==> src/rtl/elliot_activation_pipe_if.sv <==
// Handshake bundle for the Elliott activation unit.
// master = producer/consumer side, slave = the unit.
interface elliot_activation_pipe_if #(
  parameter int WIDTH = 32
);
  logic             in_valid;
  logic             in_ready;
  logic [WIDTH-1:0] x;
  logic             mode;
  logic             out_valid;
  logic             out_ready;
  logic [WIDTH-1:0] y;
  logic             busy;
  logic             done;

  modport master (
    output in_valid, x, mode, out_ready,
    input  in_ready, out_valid, y, busy, done
  );

  modport slave (
    input  in_valid, x, mode, out_ready,
    output in_ready, out_valid, y, busy, done
  );
endinterface

==> src/rtl/elliot_activation_pipe.sv <==
// Elliott activation y = x/(1+|x|), bipolar or unipolar,
// with a radix-2 restoring divider and valid/ready handshake.
module elliot_activation_pipe #(
  parameter int WIDTH = 32,
  parameter int FRAC  = 16
) (
  input logic clk,
  input logic reset,
  elliot_activation_pipe_if.slave io
);

  localparam int CW = $clog2(FRAC + 1);

  localparam logic [1:0] S_IDLE = 2'd0;
  localparam logic [1:0] S_DIV  = 2'd1;
  localparam logic [1:0] S_FIN  = 2'd2;
  localparam logic [1:0] S_OUT  = 2'd3;

  localparam logic [WIDTH-1:0] ONE =
    {{(WIDTH-1){1'b0}}, 1'b1} << FRAC;

  logic [1:0]       state;
  logic             sign;
  logic             mode_r;
  logic             done_r;
  logic [WIDTH:0]   d;
  logic [WIDTH+1:0] rem;
  logic [FRAC-1:0]  q;
  logic [CW-1:0]    cnt;
  logic [WIDTH-1:0] qs;
  logic [WIDTH-1:0] y_r;

  logic [WIDTH-1:0] a_in;
  logic [WIDTH+1:0] t;
  logic             fit;
  logic [WIDTH-1:0] q_ext;
  logic [WIDTH-1:0] uni;

  // magnitude of x, one divider step, and output shaping
  always_comb begin
    a_in  = io.x[WIDTH-1] ? -io.x : io.x;
    t     = rem << 1;
    fit   = (t >= {1'b0, d});
    q_ext = {{(WIDTH-FRAC){1'b0}}, q};
    uni   = $signed(ONE + qs) >>> 1;
  end

  // FSM: accept, divide FRAC steps, sign, shape, hold for consumer
  always_ff @(posedge clk) begin
    if (reset) begin
      state  <= S_IDLE;
      sign   <= 1'b0;
      mode_r <= 1'b0;
      done_r <= 1'b0;
      d      <= '0;
      rem    <= '0;
      q      <= '0;
      cnt    <= '0;
      qs     <= '0;
      y_r    <= '0;
    end else begin
      done_r <= 1'b0;
      unique case (state)
        S_IDLE: begin
          if (io.in_valid) begin
            sign   <= io.x[WIDTH-1];
            mode_r <= io.mode;
            d      <= {1'b0, a_in} + {1'b0, ONE};
            rem    <= {2'b00, a_in};
            q      <= '0;
            cnt    <= '0;
            state  <= S_DIV;
          end
        end
        S_DIV: begin
          if (cnt == CW'(FRAC)) begin
            qs    <= sign ? -q_ext : q_ext;
            state <= S_FIN;
          end else begin
            rem <= fit ? t - {1'b0, d} : t;
            q   <= FRAC'({q, fit});
            cnt <= cnt + CW'(1);
          end
        end
        S_FIN: begin
          y_r    <= mode_r ? uni : qs;
          done_r <= 1'b1;
          state  <= S_OUT;
        end
        S_OUT: begin
          if (io.out_ready) state <= S_IDLE;
        end
        default: state <= S_IDLE;
      endcase
    end
  end

  assign io.in_ready  = (state == S_IDLE);
  assign io.out_valid = (state == S_OUT);
  assign io.busy      = (state != S_IDLE);
  assign io.done      = done_r;
  assign io.y         = y_r;

endmodule

==> src/flat_wrapper.sv <==
// flat-port wrapper written by rule: the top's interface ports become plain ports
module elliot_activation_pipe_flat 
#(
  parameter int WIDTH = 32,
  parameter int FRAC  = 16
)
  (clk, reset, io_in_valid, io_x, io_mode, io_out_ready, io_in_ready, io_out_valid, io_y, io_busy, io_done);
  elliot_activation_pipe_if #(.WIDTH(WIDTH)) io_i ();
  input logic clk;
  input logic reset;
  input wire logic [$bits(io_i.in_valid)-1:0] io_in_valid;
  input wire logic [$bits(io_i.x)-1:0] io_x;
  input wire logic [$bits(io_i.mode)-1:0] io_mode;
  input wire logic [$bits(io_i.out_ready)-1:0] io_out_ready;
  output wire logic [$bits(io_i.in_ready)-1:0] io_in_ready;
  output wire logic [$bits(io_i.out_valid)-1:0] io_out_valid;
  output wire logic [$bits(io_i.y)-1:0] io_y;
  output wire logic [$bits(io_i.busy)-1:0] io_busy;
  output wire logic [$bits(io_i.done)-1:0] io_done;
  assign io_i.in_valid = io_in_valid;
  assign io_i.x = io_x;
  assign io_i.mode = io_mode;
  assign io_i.out_ready = io_out_ready;
  assign io_in_ready = io_i.in_ready;
  assign io_out_valid = io_i.out_valid;
  assign io_y = io_i.y;
  assign io_busy = io_i.busy;
  assign io_done = io_i.done;
  elliot_activation_pipe #(.WIDTH(WIDTH), .FRAC(FRAC)) u_core (.clk(clk), .reset(reset), .io(io_i));
endmodule
==> config.mk <==
export PLATFORM = sky130hd
export DESIGN_NAME = elliot_activation_pipe_flat
export DESIGN_NICKNAME = d
export VERILOG_FILES = /design/src/rtl/elliot_activation_pipe_if.sv /design/src/rtl/elliot_activation_pipe.sv /design/src/flat_wrapper.sv
export SDC_FILE = /design/constraint.sdc
export NUM_CORES = 1
export LEC_CHECK = 0
export ABC_AREA = 1
export CAP_MARGIN = 40
export CORE_AREA = 2 2 142 144
export CTS_CLUSTER_DIAMETER = 40
export DETAILED_ROUTE_END_ITERATION = 16
export DIE_AREA = 0 0 144 146
export GPL_ROUTABILITY_DRIVEN = 1
export PLACE_DENSITY = 0.8
export RECOVER_POWER = 25
export SYNTH_ARGS = -nofsm -noshare
export SYNTH_HDL_FRONTEND = slang
export SYNTH_SLANG_ARGS = --single-unit
==> constraint.sdc <==
create_clock -name clk -period 2.3 [get_ports clk]
set_input_delay 0.46 -clock clk [delete_from_list [all_inputs] [get_ports clk]]
set_output_delay 0.46 -clock clk [all_outputs]
set_load 0.05 [all_outputs]
==> key figures, run 1 <==
Status
  • Result of the run: finished with violations
  • Failing checks: negative setup slack

Worst setup path
  • Reg-to-reg critical path startpoint: u_core.rem[0]
  • Startpoint type of the worst setup path: register
  • End point of the critical path: u_core.rem[29]
  • Endpoint of the most critical register-to-register path: u_core.rem[29]
  • Data arrival time of the worst path: 2.65 ns
  • Worst-case register-to-register setup slack: -0.005 ns
  • Highest fanout seen on the critical path: 3
  • WS Path Type: register to register
  • Start point of the critical path: u_core.rem[0]
  • Sort of element at the end of the critical path: register
  • Worst reg2reg path depth: 15
  • Endpoint required time on the critical path: 2.64 ns

Final layout
  • Layout Cells excl Fill: 2,134
  • Proportion of layout cells with a drive suffix above 1: 0.241
  • Area added between synthesis and finish: 35.0%
  • Count of nets after finishing: 1,937

Power and ir drop
  • Worst vdd ir: 0.889 mV
  • Internal cell power: 10.8 mW
  • Net switching component of the power: 11.2 mW
  • Combinational fraction of design power: 0.694
  • Share of total power in the clock network: 0.133
  • Leak: 6.32 nW
  • Sum of internal, switching and leakage power: 22.0 mW
  • Sw frac: 0.510
  • Power share of the sequential group: 0.173
  • Pwr Density: 1550 nW/um2

Yosys
  • Largest cells by area after synthesis: sky130_fd_sc_hd__dfxtp_1 29%, sky130_fd_sc_hd__nand2_1 13%, sky130_fd_sc_hd__a21oi_1 10%
  • Average footprint of a synthesized cell: 6.36 um2
  • Yosys top cell by area: sky130_fd_sc_hd__dfxtp_1
  • Cell variety after synth: 53
  • Flip-flop cell with the highest count after synthesis: sky130_fd_sc_hd__dfxtp_1
  • Cell count after synthesis: 1,657
  • Fraction of synthesized cell area taken by the top area cell type: 0.294
  • Yosys reg bits: 155
  • Ys async rst share: 0
  • Part of the Yosys area used for sequential elements: 0.294
  • Synthesized netlist net count: 1,739
  • Commonest cells in the synthesized netlist: 375 x sky130_fd_sc_hd__nand2_1, 216 x sky130_fd_sc_hd__a21oi_1, 192 x sky130_fd_sc_hd__inv_1
  • Most numerous cell in the Yosys netlist: sky130_fd_sc_hd__nand2_1
  • Yosys warns: 0
  • EDFF count, synth: 0
  • Post-synthesis instance area: 10,500 um2

Timing
  • Worst Slack Setup Final: -0.00534 ns
  • Tightest Pin Transition: 0.901 ns
  • Unrepaired setup endpoints after global routing: true
  • Final-layout setup total negative slack: -0.0100 ns
  • Worst hold slack across all endpoints: 0.334 ns
  • Number of pins exceeding their max-slew limit in the final report: 0
  • Final worst path period need: 2.31 ns
  • Hold Fails Final Rpt: 0
  • Final Skew: 0.0123 ns
  • Fin crit share: 1.00
  • Number of failing setup endpoints in the final timing report: 2
  • Maximum frequency from static timing analysis: 434 MHz
  • Max-slew headroom: 0.399

Route
  • Number of iterations in the first detailed-routing pass: 6
  • Detailed-route vias per instance: 5.67
  • DRC violations left: 0
  • Detailed router's first-iteration violation count: 1,265
  • Number of antenna-violating nets in the routed design: 0
  • Via count: 12,090
  • WL final: 34,100 um
  • Wire length per cell after detailed routing: 16.0 um

Clocking
  • Deepest level of the CTS H-tree: 4
  • Clock Latency Late Sink: 0.45 ns
  • Clk sink count: 155
  • Number of hold buffers added after CTS: 0
  • Buffer depth of the longest clock path: 2
  • Cts bufs inserted: 17
  • Buffer cell driving the clock tree root: sky130_fd_sc_hd__clkbuf_16
  • TritonCTS clock tree: yes
  • Clock transition at the registers of the reported paths: 0.07 ns

Global route
  • Maximum number of pins on one net before global-route repair: 70
  • Vias in the first global route: 11,250
  • Sum of overflow across all layers after global routing: 0
  • Initial antenna violation count: 0
  • All-Layer GR Usage: 0.308
  • Wire length of the first global-routing pass: 53,000 um

Place
  • Routability-driven placement congestion ratio: 0.956
  • Cell total after placement: 2,084
  • HPWL after DPL: 23,100 um
  • Count of buffers from port buffering: 72

Die
  • Effective utilization at floorplan: 0.545
  • Full die area: 21,000 um2
  • Count of pins on the block boundary: 73
  • Die X-Extent: 144 um
  • Floorplan row count: 51
  • Die Height: 146 um
  • Area of the core region: 19,300 um2

Hold path
  • Origin of the worst min-delay path: reset
  • Worst hold-check path type: input port to register
  • Worst hold path stage count: 2

Job
  • Number of maximum-capacitance constraint violations: 0
## sequential cells by signal, summed over array words and instances, names as in the netlist
register,cells
u_core.d,33
u_core.rem,33
u_core.io.y,32
u_core.qs,31
u_core.q,16
u_core.cnt,5
u_core.state,2
u_core.io.done,1
u_core.mode_r,1
u_core.sign,1
## area by class of cell
type,instances,area (um2)
tap,265,332
clock inverter,15,190
multi-input combinational,1231,7240
antenna,1,2.50
sequential,155,3120
fill,1425,5100
inverter,202,761
clock buffer,17,425
timing repair buffer,248,2160
## power by group through the flow
stage	Combinational [mW]	Sequential, mW	Clock, mW
floorplan	7.84	4.15	0
global placement	12.0	3.68	0
detailed placement	12.1	3.70	0
CTS	13.1	3.72	2.93
global route	16.4	3.87	3.05
finish	15.3	3.81	2.92
## critical path, cell delays in order (launching register included)
cell and delay (ns):
sky130_fd_sc_hd__dfxtp_1 0.32, sky130_fd_sc_hd__buf_4 0.14, sky130_fd_sc_hd__ha_1 0.30, sky130_fd_sc_hd__nand3_1 0.10, sky130_fd_sc_hd__nand2_2 0.13, sky130_fd_sc_hd__nand2_1 0.07, sky130_fd_sc_hd__nand2_1 0.12, sky130_fd_sc_hd__nand2_2 0.10
sky130_fd_sc_hd__a21oi_2 0.19, sky130_fd_sc_hd__nand2_1 0.14, sky130_fd_sc_hd__nand2_1 0.12, sky130_fd_sc_hd__nand2_1 0.11, sky130_fd_sc_hd__nand3_2 0.11, sky130_fd_sc_hd__nand3_4 0.09, sky130_fd_sc_hd__a21oi_2 0.12, sky130_fd_sc_hd__nor2_1 0.04
## through the flow
stage / cell area [um2] / util / worst slack (ns)
after CTS: 13600 / 0.701 / 0.00440
final: 14200 / 0.736 / -0.00534
after detailed placement: 12600 / 0.651 / -0.468
after global routing: 14200 / 0.736 / -0.130
after global placement: 12600 / 0.651 / -0.335
after floorplan: 10500 / - / 0.0246
## per-layer routing
layer	vias to the layer above	track usage	part of all wire
li1	5826	-	-
met1	5576	0.410	0.42
met2	570	0.505	0.47
met3	118	0.0556	0.078
met4	0	0.0975	0.031
met5	-	0	0
## how the worst min path moves through the flow
stage / slack, ns / endpoint
floorplan: 0.43 / u_core.d[32]
global placement: 0.45 / u_core.io.y[27]
detailed placement: 0.45 / u_core.io.y[25]
CTS: 0.33 / u_core.io.y[25]
global route: 0.35 / u_core.io.y[28]
finish: 0.33 / u_core.io.y[25]
## cell usage in the layout (no fill, tap or decap), drive strengths merged, types with 2 or more instances in the layout
cell and n:
nor4 2, nor2 142, nand3 138, o211ai 6
clkdlybuf4s50 57, or2 17, o21a 2, nand2 393
clkbuf 23, xnor2 11, o31ai 2, a31oi 5
dfxtp 155, a21oi 218, clkinv 7, nand3b 3
nand4 15, nor3 23, nor3b 2, buf 173
o221ai 2, dlymetal6s2s 12, a21o 6, ha 44
o21ai 141, inv 209, xor2 46, o21bai 6
## kinds of logic after synthesis
kind of cell             synth area share
AND/OR/NAND/NOR                     0.309
AO/OA/AOI/OAI                       0.196
buffers and inverters              0.0992
flip-flops                          0.294
XOR/XNOR                           0.0473
adder cells (fa/ha/maj)            0.0541
## timing repair
action | 4_1_cts | 5_1_grt
pin swaps | 13 | 43
endpoints found under the setup margin | 31 | 56
buffers inserted | 6 | 11
gates resized for setup | 47 | 171
Note: power is estimated with default switching activity, not from simulation.
==> inputs of run 2 (changes only) <==
CTS_CLUSTER_SIZE = 8   (was default)
==> results of run 2 <==
The final DEF is identical to that of run 1; final timing and power are the same.
